<file path="config.mk">
export PLATFORM = sky130hd
export DESIGN_NAME = short_or_long_press_flat
export DESIGN_NICKNAME = d
export VERILOG_FILES = /design/src/rtl/short_or_long_press_if.sv /design/src/rtl/short_or_long_press.sv /design/src/flat_wrapper.sv
export SDC_FILE = /design/constraint.sdc
export NUM_CORES = 1
export LEC_CHECK = 0
export CAP_MARGIN = 0
export CORE_MARGIN = 2
export CORE_UTILIZATION = 58
export CTS_CLUSTER_SIZE = 8
export DETAILED_ROUTE_END_ITERATION = 12
export GPL_TIMING_DRIVEN = 0
export PLACE_DENSITY = 0.77
export SYNTH_ARGS = -nofsm -noshare
export SYNTH_HDL_FRONTEND = slang
export SYNTH_SLANG_ARGS = --single-unit
</file>
<file path="constraint.sdc">
create_clock -name clk_1Hz -period 2.2 [get_ports clk_1Hz]
set_clock_uncertainty 0.05 [all_clocks]
set_input_delay 0.22 -clock clk_1Hz [delete_from_list [all_inputs] [get_ports clk_1Hz]]
set_output_delay 0.22 -clock clk_1Hz [all_outputs]
set_load 0.005 [all_outputs]
</file>
<file path="src/rtl/short_or_long_press_if.sv">
`default_nettype none
// ============================================================================
// Module      : short_or_long_press_if
// Description : Button-side bundle for the short/long press classifier.
//               master : drives the raw button level, observes the pulses
//               slave  : the classifier (samples inc, drives both pulses)
//   inc        1  raw button level, asynchronous to the clock, 1 = pressed
//   inc_short  1  one-cycle pulse, a short press was completed
//   inc_long   1  one-cycle pulse, long press reached or repeat tick
// Revision    : 1.0  initial release
// ============================================================================
interface short_or_long_press_if;
  logic inc;
  logic inc_short;
  logic inc_long;

  modport master (output inc, input inc_short, input inc_long);
  modport slave  (input inc, output inc_short, output inc_long);
endinterface
`default_nettype wire

</file>
<file path="src/rtl/short_or_long_press.sv">
`default_nettype none
// ============================================================================
// Module      : short_or_long_press
// Description : Classifies presses of the "inc" button, sampled on the slow
//               system tick, as short (released before LONG_THRESH samples)
//               or long (held to LONG_THRESH), with optional auto-repeat of
//               inc_long every REPEAT_PERIOD samples while still held.
// Ports       :
//   clk_1Hz  in  sole clock, rising edge
//   rst_n    in  asynchronous active-low reset
//   bus      slave modport: inc in, inc_short / inc_long out (registered)
// Revision    : 1.0  initial release
// ============================================================================
module short_or_long_press #(
  parameter int LONG_THRESH   = 3,
  parameter int REPEAT_PERIOD = 2,
  parameter int SYNC_STAGES   = 2,
  parameter int CNT_W         = 8
) (
  input  wire logic             clk_1Hz,
  input  wire logic             rst_n,
  short_or_long_press_if.slave  bus
);

  localparam logic [1:0] ST_IDLE    = 2'd0;
  localparam logic [1:0] ST_PRESSED = 2'd1;
  localparam logic [1:0] ST_LONG    = 2'd2;

  localparam logic [CNT_W-1:0] C_ONE       = CNT_W'(1);
  localparam logic [CNT_W-1:0] C_LONG      = CNT_W'(LONG_THRESH);
  // hold count at which the next high sample completes a long press
  localparam logic [CNT_W-1:0] C_LONG_LAST = CNT_W'(LONG_THRESH - 1);
  localparam bit               C_REP_EN    = (REPEAT_PERIOD != 0);
  // repeat count at which the next high sample fires a repeat pulse;
  // only meaningful when repeat is enabled
  localparam logic [CNT_W-1:0] C_REP_LAST  = C_REP_EN ? CNT_W'(REPEAT_PERIOD - 1) : '0;

  logic [SYNC_STAGES-1:0] sync_q;
  logic                   inc_s;
  logic [1:0]             state_q, state_d;
  logic [CNT_W-1:0]       hold_q, hold_d;
  logic [CNT_W-1:0]       rep_q, rep_d;
  logic                   short_q, short_d;
  logic                   long_q, long_d;

  assign inc_s         = sync_q[SYNC_STAGES-1];
  assign bus.inc_short = short_q;
  assign bus.inc_long  = long_q;

  // State register, synchronizer, counters and output flops
  always_ff @(posedge clk_1Hz or negedge rst_n) begin
    if (!rst_n) begin
      sync_q  <= '0;
      state_q <= ST_IDLE;
      hold_q  <= '0;
      rep_q   <= '0;
      short_q <= 1'b0;
      long_q  <= 1'b0;
    end else begin
      sync_q[0] <= bus.inc;
      for (int i = 1; i < SYNC_STAGES; i++) begin
        sync_q[i] <= sync_q[i-1];
      end
      state_q <= state_d;
      hold_q  <= hold_d;
      rep_q   <= rep_d;
      short_q <= short_d;
      long_q  <= long_d;
    end
  end

  // Next-state and counter logic
  always_comb begin
    state_d = state_q;
    hold_d  = hold_q;
    rep_d   = rep_q;
    case (state_q)
      ST_IDLE: begin
        if (inc_s) begin
          state_d = ST_PRESSED;
          hold_d  = C_ONE;
        end
      end
      ST_PRESSED: begin
        if (!inc_s) begin
          state_d = ST_IDLE;
          hold_d  = '0;
        end else if (hold_q == C_LONG_LAST) begin
          state_d = ST_LONG;
          hold_d  = C_LONG;  // saturates here for the rest of the hold
          rep_d   = '0;
        end else begin
          hold_d  = hold_q + C_ONE;
        end
      end
      ST_LONG: begin
        if (!inc_s) begin
          state_d = ST_IDLE;
          hold_d  = '0;
          rep_d   = '0;
        end else if (C_REP_EN) begin
          rep_d = (rep_q == C_REP_LAST) ? '0 : rep_q + C_ONE;
        end
      end
      default: begin
        state_d = ST_IDLE;
        hold_d  = '0;
        rep_d   = '0;
      end
    endcase
  end

  // Pulse decode; captured by the output flops so the pulses are registered
  always_comb begin
    short_d = (state_q == ST_PRESSED) && !inc_s;
    long_d  = inc_s &&
              (((state_q == ST_PRESSED) && (hold_q == C_LONG_LAST)) ||
               ((state_q == ST_LONG) && C_REP_EN && (rep_q == C_REP_LAST)));
  end

endmodule
`default_nettype wire

</file>
<file path="src/flat_wrapper.sv">
// flat-port wrapper written by rule: the top's interface ports become plain ports
module short_or_long_press_flat 
#(
  parameter int LONG_THRESH   = 3,
  parameter int REPEAT_PERIOD = 2,
  parameter int SYNC_STAGES   = 2,
  parameter int CNT_W         = 8
)
  (clk_1Hz, rst_n, bus_inc, bus_inc_short, bus_inc_long);
  short_or_long_press_if bus_i ();
  input  wire logic clk_1Hz;
  input  wire logic rst_n;
  input wire logic [$bits(bus_i.inc)-1:0] bus_inc;
  output wire logic [$bits(bus_i.inc_short)-1:0] bus_inc_short;
  output wire logic [$bits(bus_i.inc_long)-1:0] bus_inc_long;
  assign bus_i.inc = bus_inc;
  assign bus_inc_short = bus_i.inc_short;
  assign bus_inc_long = bus_i.inc_long;
  short_or_long_press #(.LONG_THRESH(LONG_THRESH), .REPEAT_PERIOD(REPEAT_PERIOD), .SYNC_STAGES(SYNC_STAGES), .CNT_W(CNT_W)) u_core (.clk_1Hz(clk_1Hz), .rst_n(rst_n), .bus(bus_i));
endmodule
</file>
==> reports/results.txt <==
status -> complete, no violations
Synth Flop Type -> dfrtp_1
Total Die Area -> 2400 um2
vias in the first global route -> 837
CTS Buffer Depth -> 2
CTS tree -> done
CP bufs+invs -> 1
CP Cell Sequence -> inv_1 > ha_1 > nor4b_2 > a41oi_1 > o21bai_1 > a21o_1
H-tree levels -> 1
worst hold path type -> in -> reg
DRT Pass-1 Iters -> 4
slowest CP cell -> dfrtp_1
Fillers -> 171
fin nets -> 132
Die H -> 49.0 um
Hold Path End -> u_core.sync_q[0]
ANT nets after route -> 0
WL final -> 2.14 mm
CP endpoint kind -> flop
Crit. Startpoint -> u_core.hold_q[0]
EDFF count, synth -> 0
Syn Inst Count -> 116
setup TNS -> 0 ns
Yosys cell types -> 43
Mean Syn Cell Area -> 10.1 um2
diodes inserted -> 0
Final min period -> 2.03 ns
PortBufs -> 4
footprint of the multi-input gates -> 591 um2
crit path kind -> reg -> reg
Die Wd -> 49.0 um
reg2reg start -> u_core.hold_q[0]
hold depth -> 1
Final Slew Violations -> 0
CP top delay family -> compound AO/OA/AOI/OAI gates
hold slack -> 0.283 ns
Post-Syn Area -> 1170 um2
endpoints failing hold -> 0
hold buffers post-CTS -> 0
HPWL Detailed -> 1.49 mm
crit path max fanout -> 8
Iter 0 DRT Violations -> 26
CP Launch Type -> flop
Max Freq -> 494 MHz
Reg clk slew, reported paths -> 0.13 ns
post-synthesis sequential area ratio -> 47.0%
clk sinks -> 22
worst reg2reg path endpoint -> u_core.rep_q[2]
DR WL/cell -> 14.2 um
CORE AREA -> 1940 um2
max-cap violations -> 0
Via-to-Cell Ratio -> 6.01
clk_lat worst skew -> 0.31 ns
synthesized flop and latch total -> 22
# setup viols final -> 0
Storage cell area -> 551 um2
min-delay src -> bus_inc
critical path depth -> 6
Max-slew headroom -> 36.7%
Slowest Stage Delay on Critical Path -> 0.46 ns
GR Util All Layers -> 20.7%
clock root buffer -> clkbuf_4
Resized cells post-CTS -> 0
reg-to-reg slack, setup -> 0.17 ns
VDD IR max -> 0.000531 V
fin crit share -> 92.1%
initial antenna violation count -> 0
Residual DRC -> 0
post-CTS setup repair buffer count -> 0
first-pass GRT wire length -> 3.84 mm
P_leak -> 0.565 nW
IO Pins -> 5
Pwr Density -> 777 nW/um2
share of cells above drive strength 1 -> 12.9%
TritonCTS Buffers -> 3
unrepaired setup endpoints after global routing -> no
global route overflow -> 0
synth-to-layout area growth -> 10.8%
Final Wtd Congestion -> 0.829
largest net degree at the start of global routing -> 23
Worst Path Arrival -> 2.19 ns
syn nets -> 123
r2r worst-path depth -> 6
DR vias -> 907
slew of the pin with the lowest slew margin -> 0.947 ns
Ys Warns -> 0
Req. time, crit path -> 2.36 ns
Initial Util -> 60.4%
Synth async-reset ratio -> 100%
site row count -> 16
-- state kept, by name, indices dropped and copies added, names as in the netlist --
| signal | count |
|---|---|
| u_core.sync_q | 2 |
| u_core.bus.inc_long | 1 |
| u_core.hold_q | 8 |
| u_core.bus.inc_short | 1 |
| u_core.rep_q | 8 |
| u_core.state_q | 2 |
-- worst max path at each step --
stage                     slack [ns]         endpoint
after CTS                       0.22  u_core.rep_q[2]
after global placement          0.26  u_core.rep_q[2]
final                           0.17  u_core.rep_q[2]
after global routing            0.05  u_core.rep_q[2]
after detailed placement        0.25  u_core.rep_q[2]
after floorplan                 0.45  u_core.rep_q[3]
-- worst register-to-register path, stage by stage, from the launching register on --
cell and delay (ns):
dfrtp_1 0.46, inv_1 0.12, ha_1 0.15, nor4b_2 0.28, a41oi_1 0.40, o21bai_1 0.29
a21o_1 0.18
-- cells in the mapped netlist (all sizes together), types with 2 or more instances --
library cell  instances  share of area [%]
nand2b                3                1.6
nor2b                 3                1.6
o21ai                 9                4.8
or4b                  2                2.0
nor2                  6                1.9
a21o                  2                1.3
nand4                 2                1.1
buf                   3                2.0
nand2                11                3.5
a21boi                2                1.3
nor3                  3                1.7
dfrtp                22                 47
xor2                  5                3.7
nand3                 6                2.6
a21oi                 6                2.6
inv                   2               0.64
and3                  3                1.7
or3                   6                3.4
ha                    4                4.3
-- layer usage --
layer  track usage, %  wire, um  up-vias
met5                0         0        -
met4             4.29         0        0
li1                 -         -      437
met1             29.9      1000      437
met3             3.99       109        0
met2             32.6      1030       33
-- where the power goes --
group	switching (W)	internal, W	total, W	leakage, nW
Combinational	0.000118	0.0000908	0.000208	0.241
Clock	0.000127	0.000184	0.000312	0.0279
Sequential	0.0000480	0.000441	0.000489	0.296
Total	0.000293	0.000716	0.00101	0.565
-- final cells by class --
class	count	area share [%]
plain buffers	3	1.83
clock buffers	3	1.73
clock inverters	1	2.31
inverters	2	0.578
multi-input cells	89	45.5
flip-flops and latches	22	42.4
well taps	27	2.60
repair buffers	4	3.08
-- per-stage QoR --
stage	utilization (%)	area [um2]	setup slack (ns)	std cells	total power [W]
final	66.9	1300	0.174	151	0.00101
after global routing	66.9	1300	0.0512	151	0.00107
after CTS	66.9	1300	0.217	151	0.00101
after detailed placement	64.2	1250	0.250	147	0.000703
after global placement	64.2	1250	0.263	147	0.000693
after floorplan	-	1170	0.448	116	0.000636
-- cells by family after synthesis --
group	count (synthesis)	share of synthesized area (%)
compound gates	28	16.1
xor+xnor	6	4.48
fa+ha+maj	4	4.27
buf+inv	5	2.67
flops	22	47.0
simple gates	51	25.5
-- cells in the final DEF, fill, tap and decap left out, types with 2 or more instances in the layout --
master / instances
a21o_1: 2
a21oi_1: 6
and3_1: 2
clkbuf_4: 3
clkdlybuf4s50_1: 4
dfrtp_1: 22
ha_1: 4
inv_1: 2
nand2_1: 11
nand2b_1: 3
nand3_1: 6
nand4_1: 2
nor2_1: 6
nor2b_1: 3
nor3_1: 2
o21ai_0: 8
or3_1: 4
or3_2: 2
xor2_1: 5
(Power assumes the default switching activity.)
